File: src/rtl/mem_arbiter.sv
// mem_arbiter: shares the four-bank main memory between the instruction-cache
// port (I) and the data-cache port (D). One request is issued at a time. A read
// holds the arbiter until its data has been returned to the requester. Port D
// is preferred, but port I takes over once it has lost STARVE_LIM arbitrations.
module mem_arbiter #(
  parameter int RD_LAT     = 2,  // read strobe to valid mem_rdata, 1..7
  parameter int STARVE_LIM = 4   // lost arbitrations before port I is preferred, 1..15
) (
  input  logic        clk,
  input  logic        rst,        // asynchronous, active-low

  input  logic        i_req,
  input  logic        i_wr,
  input  logic [15:0] i_addr,
  input  logic [15:0] i_wdata,
  output logic        i_gnt,
  output logic        i_rvalid,
  output logic [15:0] i_rdata,
  output logic        i_err,

  input  logic        d_req,
  input  logic        d_wr,
  input  logic [15:0] d_addr,
  input  logic [15:0] d_wdata,
  output logic        d_gnt,
  output logic        d_rvalid,
  output logic [15:0] d_rdata,
  output logic        d_err,

  output logic        mem_rd,
  output logic        mem_wr,
  output logic [15:0] mem_addr,
  output logic [15:0] mem_wdata,
  input  logic [15:0] mem_rdata,
  input  logic [3:0]  mem_busy,
  input  logic        mem_err
);

  typedef enum logic [1:0] {
    IDLE    = 2'd0,
    RD_WAIT = 2'd1,
    RD_RESP = 2'd2
  } state_t;

  localparam logic [2:0] LAT_LOAD   = 3'(RD_LAT - 1);
  localparam logic [3:0] STARVE_THR = 4'(STARVE_LIM);
  localparam logic [3:0] STARVE_MAX = 4'd15;

  state_t      state_reg, state_next;
  logic [2:0]  lat_cnt_reg, lat_cnt_next;
  logic [3:0]  starve_cnt_reg, starve_cnt_next;
  logic        owner_i_reg, owner_i_next;      // 1 = port I owns the read, 0 = port D
  logic [15:0] i_rdata_reg, i_rdata_next;
  logic [15:0] d_rdata_reg, d_rdata_next;

  // Per-bank busy hit for each requester; bank = addr[2:1].
  logic [3:0] i_bank_hit, d_bank_hit;

  for (genvar gi = 0; gi < 4; gi++) begin : g_bank
    assign i_bank_hit[gi] = (i_addr[2:1] == 2'(gi)) & mem_busy[gi];
    assign d_bank_hit[gi] = (d_addr[2:1] == 2'(gi)) & mem_busy[gi];
  end

  logic i_elig, d_elig, starving, i_win, d_win;

  assign i_elig   = i_req & ~(|i_bank_hit);
  assign d_elig   = d_req & ~(|d_bank_hit);
  assign starving = (starve_cnt_reg >= STARVE_THR);

  // Winner select. A busy preferred port falls through to the other eligible
  // port in the same cycle. Gated by rst so that nothing is issued while the
  // arbiter is held in reset.
  assign i_win = rst & i_elig & (~d_elig | starving);
  assign d_win = rst & d_elig & ~i_win;

  // Winner's transaction fields, used only in an issue cycle.
  logic        sel_wr;
  logic [15:0] sel_addr, sel_wdata;

  assign sel_wr    = i_win ? i_wr    : d_wr;
  assign sel_addr  = i_win ? i_addr  : d_addr;
  assign sel_wdata = i_win ? i_wdata : d_wdata;

  assign i_rdata = i_rdata_reg;
  assign d_rdata = d_rdata_reg;

  // Next-state, counters, read-data capture and all strobe/handshake outputs.
  always_comb begin
    state_next      = state_reg;
    lat_cnt_next    = lat_cnt_reg;
    starve_cnt_next = starve_cnt_reg;
    owner_i_next    = owner_i_reg;
    i_rdata_next    = i_rdata_reg;
    d_rdata_next    = d_rdata_reg;

    mem_rd    = 1'b0;
    mem_wr    = 1'b0;
    mem_addr  = 16'h0000;
    mem_wdata = 16'h0000;
    i_gnt     = 1'b0;
    d_gnt     = 1'b0;
    i_err     = 1'b0;
    d_err     = 1'b0;
    i_rvalid  = 1'b0;
    d_rvalid  = 1'b0;

    case (state_reg)
      IDLE: begin
        if (i_win || d_win) begin
          mem_addr     = sel_addr;
          mem_wdata    = sel_wdata;
          mem_wr       = sel_wr;
          mem_rd       = ~sel_wr;
          i_gnt        = i_win;
          d_gnt        = d_win;
          i_err        = i_win & mem_err;
          d_err        = d_win & mem_err;
          owner_i_next = i_win;

          // Writes and errored reads complete in the issue cycle.
          if (!sel_wr && !mem_err) begin
            state_next   = RD_WAIT;
            lat_cnt_next = LAT_LOAD;
          end

          if (i_win) begin
            starve_cnt_next = 4'd0;
          end else if (i_req && (starve_cnt_reg != STARVE_MAX)) begin
            starve_cnt_next = starve_cnt_reg + 4'd1;
          end
        end
      end

      RD_WAIT: begin
        if (lat_cnt_reg == 3'd0) begin
          if (owner_i_reg) begin
            i_rdata_next = mem_rdata;
          end else begin
            d_rdata_next = mem_rdata;
          end
          state_next = RD_RESP;
        end else begin
          lat_cnt_next = lat_cnt_reg - 3'd1;
        end
      end

      RD_RESP: begin
        i_rvalid   = owner_i_reg;
        d_rvalid   = ~owner_i_reg;
        state_next = IDLE;
      end

      default: begin
        state_next = IDLE;
      end
    endcase
  end

  // Control state: FSM, latency counter, starvation counter and read owner.
  always_ff @(posedge clk or negedge rst) begin
    if (!rst) begin
      state_reg      <= IDLE;
      lat_cnt_reg    <= 3'd0;
      starve_cnt_reg <= 4'd0;
      owner_i_reg    <= 1'b0;
    end else begin
      state_reg      <= state_next;
      lat_cnt_reg    <= lat_cnt_next;
      starve_cnt_reg <= starve_cnt_next;
      owner_i_reg    <= owner_i_next;
    end
  end

  // Returned read data per port; holds until the next capture for that port.
  always_ff @(posedge clk or negedge rst) begin
    if (!rst) begin
      i_rdata_reg <= 16'h0000;
      d_rdata_reg <= 16'h0000;
    end else begin
      i_rdata_reg <= i_rdata_next;
      d_rdata_reg <= d_rdata_next;
    end
  end

endmodule

File: config.mk
export PLATFORM = sky130hd
export DESIGN_NAME = mem_arbiter
export DESIGN_NICKNAME = d
export VERILOG_FILES = /design/src/rtl/mem_arbiter.sv
export SDC_FILE = /design/constraint.sdc
export NUM_CORES = 1
export LEC_CHECK = 0
export ABC_AREA = 1
export BUFFER_PORTS_ARGS = -buffer_cell sky130_fd_sc_hd__buf_2
export CAP_MARGIN = 20
export CORE_MARGIN = 4
export CORE_UTILIZATION = 46
export CTS_CLUSTER_SIZE = 20
export DETAILED_ROUTE_END_ITERATION = 10
export HOLD_SLACK_MARGIN = 0.15
export PLACE_DENSITY = 0.95
export SLEW_MARGIN = 15
export SYNTH_ARGS = -nofsm -noshare
export SYNTH_HDL_FRONTEND = slang
export SYNTH_SLANG_ARGS = --single-unit
export TNS_END_PERCENT = 50
File: constraint.sdc
create_clock -name clk -period 2.7 [get_ports clk]
set_input_delay 0.54 -clock clk [delete_from_list [all_inputs] [get_ports clk]]
set_output_delay 0.54 -clock clk [all_outputs]
set_load 0.005 [all_outputs]
* After elaboration in Yosys (flattened, before gate mapping)
Index checks and enable logic that the tools add are counted.
** Cells by class
- Magnitude comparators :: 1
- Equal/unequal tests :: 13
- Bitwise logic cells :: 23
- Multiplexer cells :: 31
- Reductions and logical operators :: 19
- Add/sub/neg operators :: 2
** Operator list (number)
- two-way mux 16 bit :: 6
- AND 1 bit :: 16
- two-way mux 1 bit :: 15
- AND reduction 3 bit :: 4
- == test 2 bit, second input constant :: 5
- two-way mux 3 bit :: 3
- two-way mux 4 bit :: 2
- inequality test 2 bit, second input constant :: 4
- OR reduction 4 bit :: 2
- == test 2 x 1 -> 1 bit, second input constant :: 3
- zero test 2 bit :: 3
- two-way mux 2 bit :: 3
- NOT 1 bit :: 6
- case mux 3 bit (2 select lines) :: 1
- adder 4 x 1 -> 4 bit, second input constant :: 1
- greater-or-equal comparator 4 x 3 -> 1 bit, second input constant :: 1
- inequality test 4 bit, second input constant :: 1
- case mux 2 bit (2 select lines) :: 1
- AND reduction 4 bit :: 1
- nonzero test 2 bit :: 2
- zero test 3 bit :: 1
- subtractor 3 x 1 -> 3 bit, second input constant :: 1
- logical AND 1 bit :: 2
- zero test 1 bit :: 2
- 3 further kinds :: 3
** Word-level totals
- Output and inout port bits :: 72
- Input port bits :: 91
- Logic and storage cells :: 95
- Bits in registers :: 42

* Longest topological paths before layout
- Depth in word-level cells :: 14
- Gate-level depth with buffers :: 12
- Depth with buffers taken out :: 12

* Least setup slack after synthesis
No wires, ideal clock.
- Kind :: input to output
- Start point :: input i_addr[1]
- End point :: output mem_rd
- Path buffers :: 1
- Arrival time :: 1398 ps
- Data required time :: 2160 ps
- Stages :: 8
- Slack :: 762 ps
- Cells stage by stage :: o21ai_0 > nor2_1 > nor2_4 > nand3_4 > nand2_4 > buf_6 > inv_2 > nor2_1
** Between the ends
- Longest elaborated chain between the ends :: 12
- Elaborated cells on any way between the ends :: 20
- Classes of those cells :: eq/ne: 3; mux: 3; bitwise: 11; reduce/logical: 3
** RTL lines
- start: declaration :: line 14 : input logic [15:0] i_addr,
- == test 2 x 1 -> 1 bit (tied with other cells) :: line 60 : assign i_bank_hit[gi] = (i_addr[2:1] == 2'(gi)) & mem_busy[gi];
- AND 1 bit :: line 60
- OR reduction 4 bit * :: line 66 : assign i_elig = i_req & ~(|i_bank_hit);
- NOT 1 bit * :: line 66
- AND 1 bit * :: line 66
- AND 1 bit * (2 in a row) :: line 73 : assign i_win = rst & i_elig & (~d_elig | starving);
- NOT 1 bit :: line 74 : assign d_win = rst & d_elig & ~i_win;
- AND 1 bit :: line 74
- logical OR 1 bit :: line 109 : if (i_win || d_win) begin
- two-way mux 1 bit * :: line 109
- two-way mux 1 bit * :: line 107 : case (state_reg)
- end: declaration :: line 30 : output logic mem_rd,
Every way passes the cells marked *; elsewhere a longest branch is shown, timed or not.

* Final worst setup path
- Start point :: input i_addr[1]
- End point :: output mem_wdata[15]
** Between the ends
- Longest elaborated chain between the ends :: 12
- Elaborated cells on any way between the ends :: 19
- Classes of those cells :: eq/ne: 3; mux: 3; bitwise: 10; reduce/logical: 3
** RTL lines
- == test 2 x 1 -> 1 bit (tied with other cells) :: line 60
- AND 1 bit :: line 60
- OR reduction 4 bit * :: line 66
- NOT 1 bit * :: line 66
- AND 1 bit * :: line 66
- AND 1 bit * (2 in a row) :: line 73
- NOT 1 bit :: line 74
- AND 1 bit :: line 74
- logical OR 1 bit :: line 109
- two-way mux 16 bit * :: line 109
- two-way mux 16 bit * :: line 107
- end: declaration :: line 33 : output logic [15:0] mem_wdata,
Marked as above.

==> flow_metrics.py <==
metrics = {
    "timing": {
        "final.min_clock_period_ns": 2.51,
        "rsz0062_at_grt": "false",
        "hold_viol_final": 0,
        "finClkSkew_ns": 0.00956,
        "period_share": 0.931,
        "relSlewSlack": 0.662,
        "drv_slew": 0,
        "fin_tns_setup_ns": 0,
        "finalSetupViolations": 0,
        "tightest_slew_ns": 0.506,
        "fmax_mhz": 398,
    },
    "power": {
        "clockPowerShare": 0.160,
        "power.internal_mw": 1.61,
        "p_sw_uw": 968,
        "seq_power_share": 0.426,
        "switching_share": 0.375,
        "leakagePower_nw": 2.30,
        "ir_worst_vdd_v": 0.000694,
        "fin_total_pwr_mw": 2.58,
        "pwr-share-comb": 0.414,
        "p_per_area_nw_per_um2": 742,
    },
    "logic_synthesis": {
        "yosysSeqAreaShare": 0.412,
        "synth.avg_cell_area_um2": 6.91,
        "synth.area.mux_share": 0.0353,
        "synth_top_family_by_area": "simple AND/OR/NAND/NOR gates",
        "yosysUniqueCellTypes": 27,
        "synth_edf_count": 0,
        "synthAdderAreaFrac": 0.0147,
        "syn-instance-count": 369,
        "synthSimpleGateAreaFrac": 0.344,
        "ys_ff_latch": 42,
        "synth-main-ff-cell": "dfrtp_1",
        "syn_nets": 463,
        "syn_area_um2": 2550,
        "synthXorXnorAreaFrac": 0.00343,
        "synth_compound_gate_area_share": 0.0638,
        "synth_async_sr_flop_share": 1.00,
        "yosys_warnings": 0,
    },
    "clock_tree": {
        "cts_root_buf": "clkbuf_8",
        "clk_latency_ns": 0.30,
        "cts_buffers": 5,
        "ctsLongestPathBuffers": 2,
        "htree_levels": 2,
        "cts_sinks": 42,
        "clk_pin_slew_ns": 0.09,
        "ctsHoldBuffers": 0,
        "cts_tree": "yes",
    },
    "floorplan": {
        "coreArea_um2": 5240,
        "num_rows": 26,
        "initial_core_util": 0.487,
        "dieWidth_um": 82.5,
        "ios": 163,
        "die_y_um": 82.5,
        "die_area_um2": 6800,
    },
    "layout": {
        "fillers": 440,
        "n_antenna_cell": 0,
        "mostFrequentLayoutCell": "buf_2",
        "regArea_um2": 1050,
        "fin_cells": 599,
        "area_growth_syn_to_layout_pct": 36.5,
        "nets": 622,
        "drive_gt1_frac": 0.371,
        "stdcell_area_um2": 3480,
        "multi_input_area_um2": 1180,
        "final_cell_mix": "buf_2, nand2_1, inv_1",
    },
    "critical_path": {
        "path_cells": "buf_2 > inv_1 > nor2_1 > nor2_1 > nor2_4 > nand2_2 > clkinv_2 > nand2_1 > nand2_1 > nand2_1 > inv_1 > buf_2",
        "crit_family": "simple AND/OR/NAND/NOR gates",
        "critPathMaxFanout": 30,
        "cp-end-kind": "output port",
        "cp_slowest_cell": "clkinv_2",
        "startpoint_type": "input port",
        "reg2reg_setup_slack_ns": 0.89,
        "slowest_delay_ns": 0.33,
        "required_ns": 2.16,
        "critPathKind": "in2out",
        "crit_path_frequent_cell": "nand2_1",
        "critPathBufInv": 5,
        "worstPathArrival_ns": 1.97,
    },
    "routing": {
        "num_vias": 2841,
        "drtAntennaViolNets": 0,
        "wl_per_cell_um": 12.7,
        "dr.first_iter.drc_count": 58,
        "wl_um": 7580,
        "post-route-drc-count": 0,
        "drtPass1Iterations": 4,
        "vias_per_cell": 4.74,
    },
    "global_route": {
        "grt_max_degree": 43,
        "grt_pass1_vias": 2665,
        "grt_pass1_wl_um": 11000,
        "gr-total-overflow": 0,
        "grt_usage": 0.208,
        "antenna_found_initial": 0,
    },
    "place": {
        "placed_cell_area_um2": 3390,
        "dpl.hpwl_um": 6050,
        "portBuffers": 162,
        "gp_congestion": 0.872,
        "dp.cells": 591,
    },
    "flow_run": {
        "drv_cap": 0,
    },
    "worst_hold_path": {
        "hold_path_class": "in2async",
    },
    "run_status": {
        "status": "finished clean",
    },
}
-- power groups by stage --
stage,clock (mW),combinational [mW],sequential (mW)
after global routing,0.464,1.21,1.13
final,0.414,1.07,1.10
after detailed placement,0,1.09,1.09
after CTS,0.429,1.09,1.10
after floorplan,0,0.569,1.11
after global placement,0,1.03,1.09
-- stage by stage --
step	hold WS (ns)	setup WS (ns)	utilization
5_1_grt	0.394	0.0183	0.665
4_1_cts	0.370	0.161	0.664
2_1_floorplan	0.244	0.762	-
3_3_place_gp	0.462	0.290	0.646
6_report	0.360	0.187	0.665
3_5_place_dp	0.470	0.158	0.646
-- what timing repair did --
item,4_1_cts,5_1_grt
hold endpoints to repair,0,0
resized for setup,0,1
setup endpoints to repair,0,1
setup buffers,0,0
-- cell families after synthesis --
family | Yosys count
buffers and inverters | 76
adder cells (fa/ha/maj) | 3
multiplexers | 8
XOR/XNOR | 1
AND/OR/NAND/NOR | 208
AO/OA/AOI/OAI | 31
flip-flops | 42
-- worst paths after layout --
| check | start | end | depth (start not counted) |
|---|---|---|---|
| worst min register to register | d_rdata[12] | d_rdata[12] | 2 |
| max in group asynchronous | rst | d_rdata[13] | 2 |
| worst max-delay path | i_addr[1] | mem_wdata[15] | 12 |
| min in group clk | mem_rdata[0] | d_rdata[0] | 2 |
| worst min-delay path | rst | d_rdata[0] | 2 |
| worst max register to register | lat_cnt_reg[0] | d_rdata[1] | 8 |
-- cell type report --
| cell class | instances | share of cell area |
|---|---|---|
| multi-input cells | 251 | 0.338 |
| flip-flops and latches | 42 | 0.302 |
| repair buffers | 165 | 0.239 |
| inverters | 63 | 0.0683 |
| well taps | 70 | 0.0252 |
| clock buffers | 5 | 0.0198 |
| clock inverters | 3 | 0.00719 |
-- per-layer routing --
layer / vias up / part of all wire / global-route usage / routed length [µm]
met2: 135 / 0.49 / 0.389 / 3730
met3: 10 / 0.12 / 0.0662 / 876
met1: 1274 / 0.38 / 0.206 / 2850
met4: 0 / 0.015 / 0.0963 / 115
met5: - / 0 / 0 / 0
li1: 1422 / - / - / -
-- synth_stat cells, types with 2 or more instances --
cell	count	share of area
dfrtp_1	42	0.41
o22ai_1	2	0.0049
a21oi_1	12	0.024
nand4_1	2	0.0049
nand2_1	152	0.22
nor3_1	2	0.0039
buf_2	5	0.0098
o21ai_0	15	0.029
inv_2	3	0.0044
mux2_2	8	0.035
inv_1	60	0.088
nand2_2	5	0.012
nand3_2	3	0.012
buf_4	6	0.018
ha_1	3	0.015
nor2_1	28	0.041
nand3_1	11	0.022
Note: power is estimated with default switching activity, not from simulation.
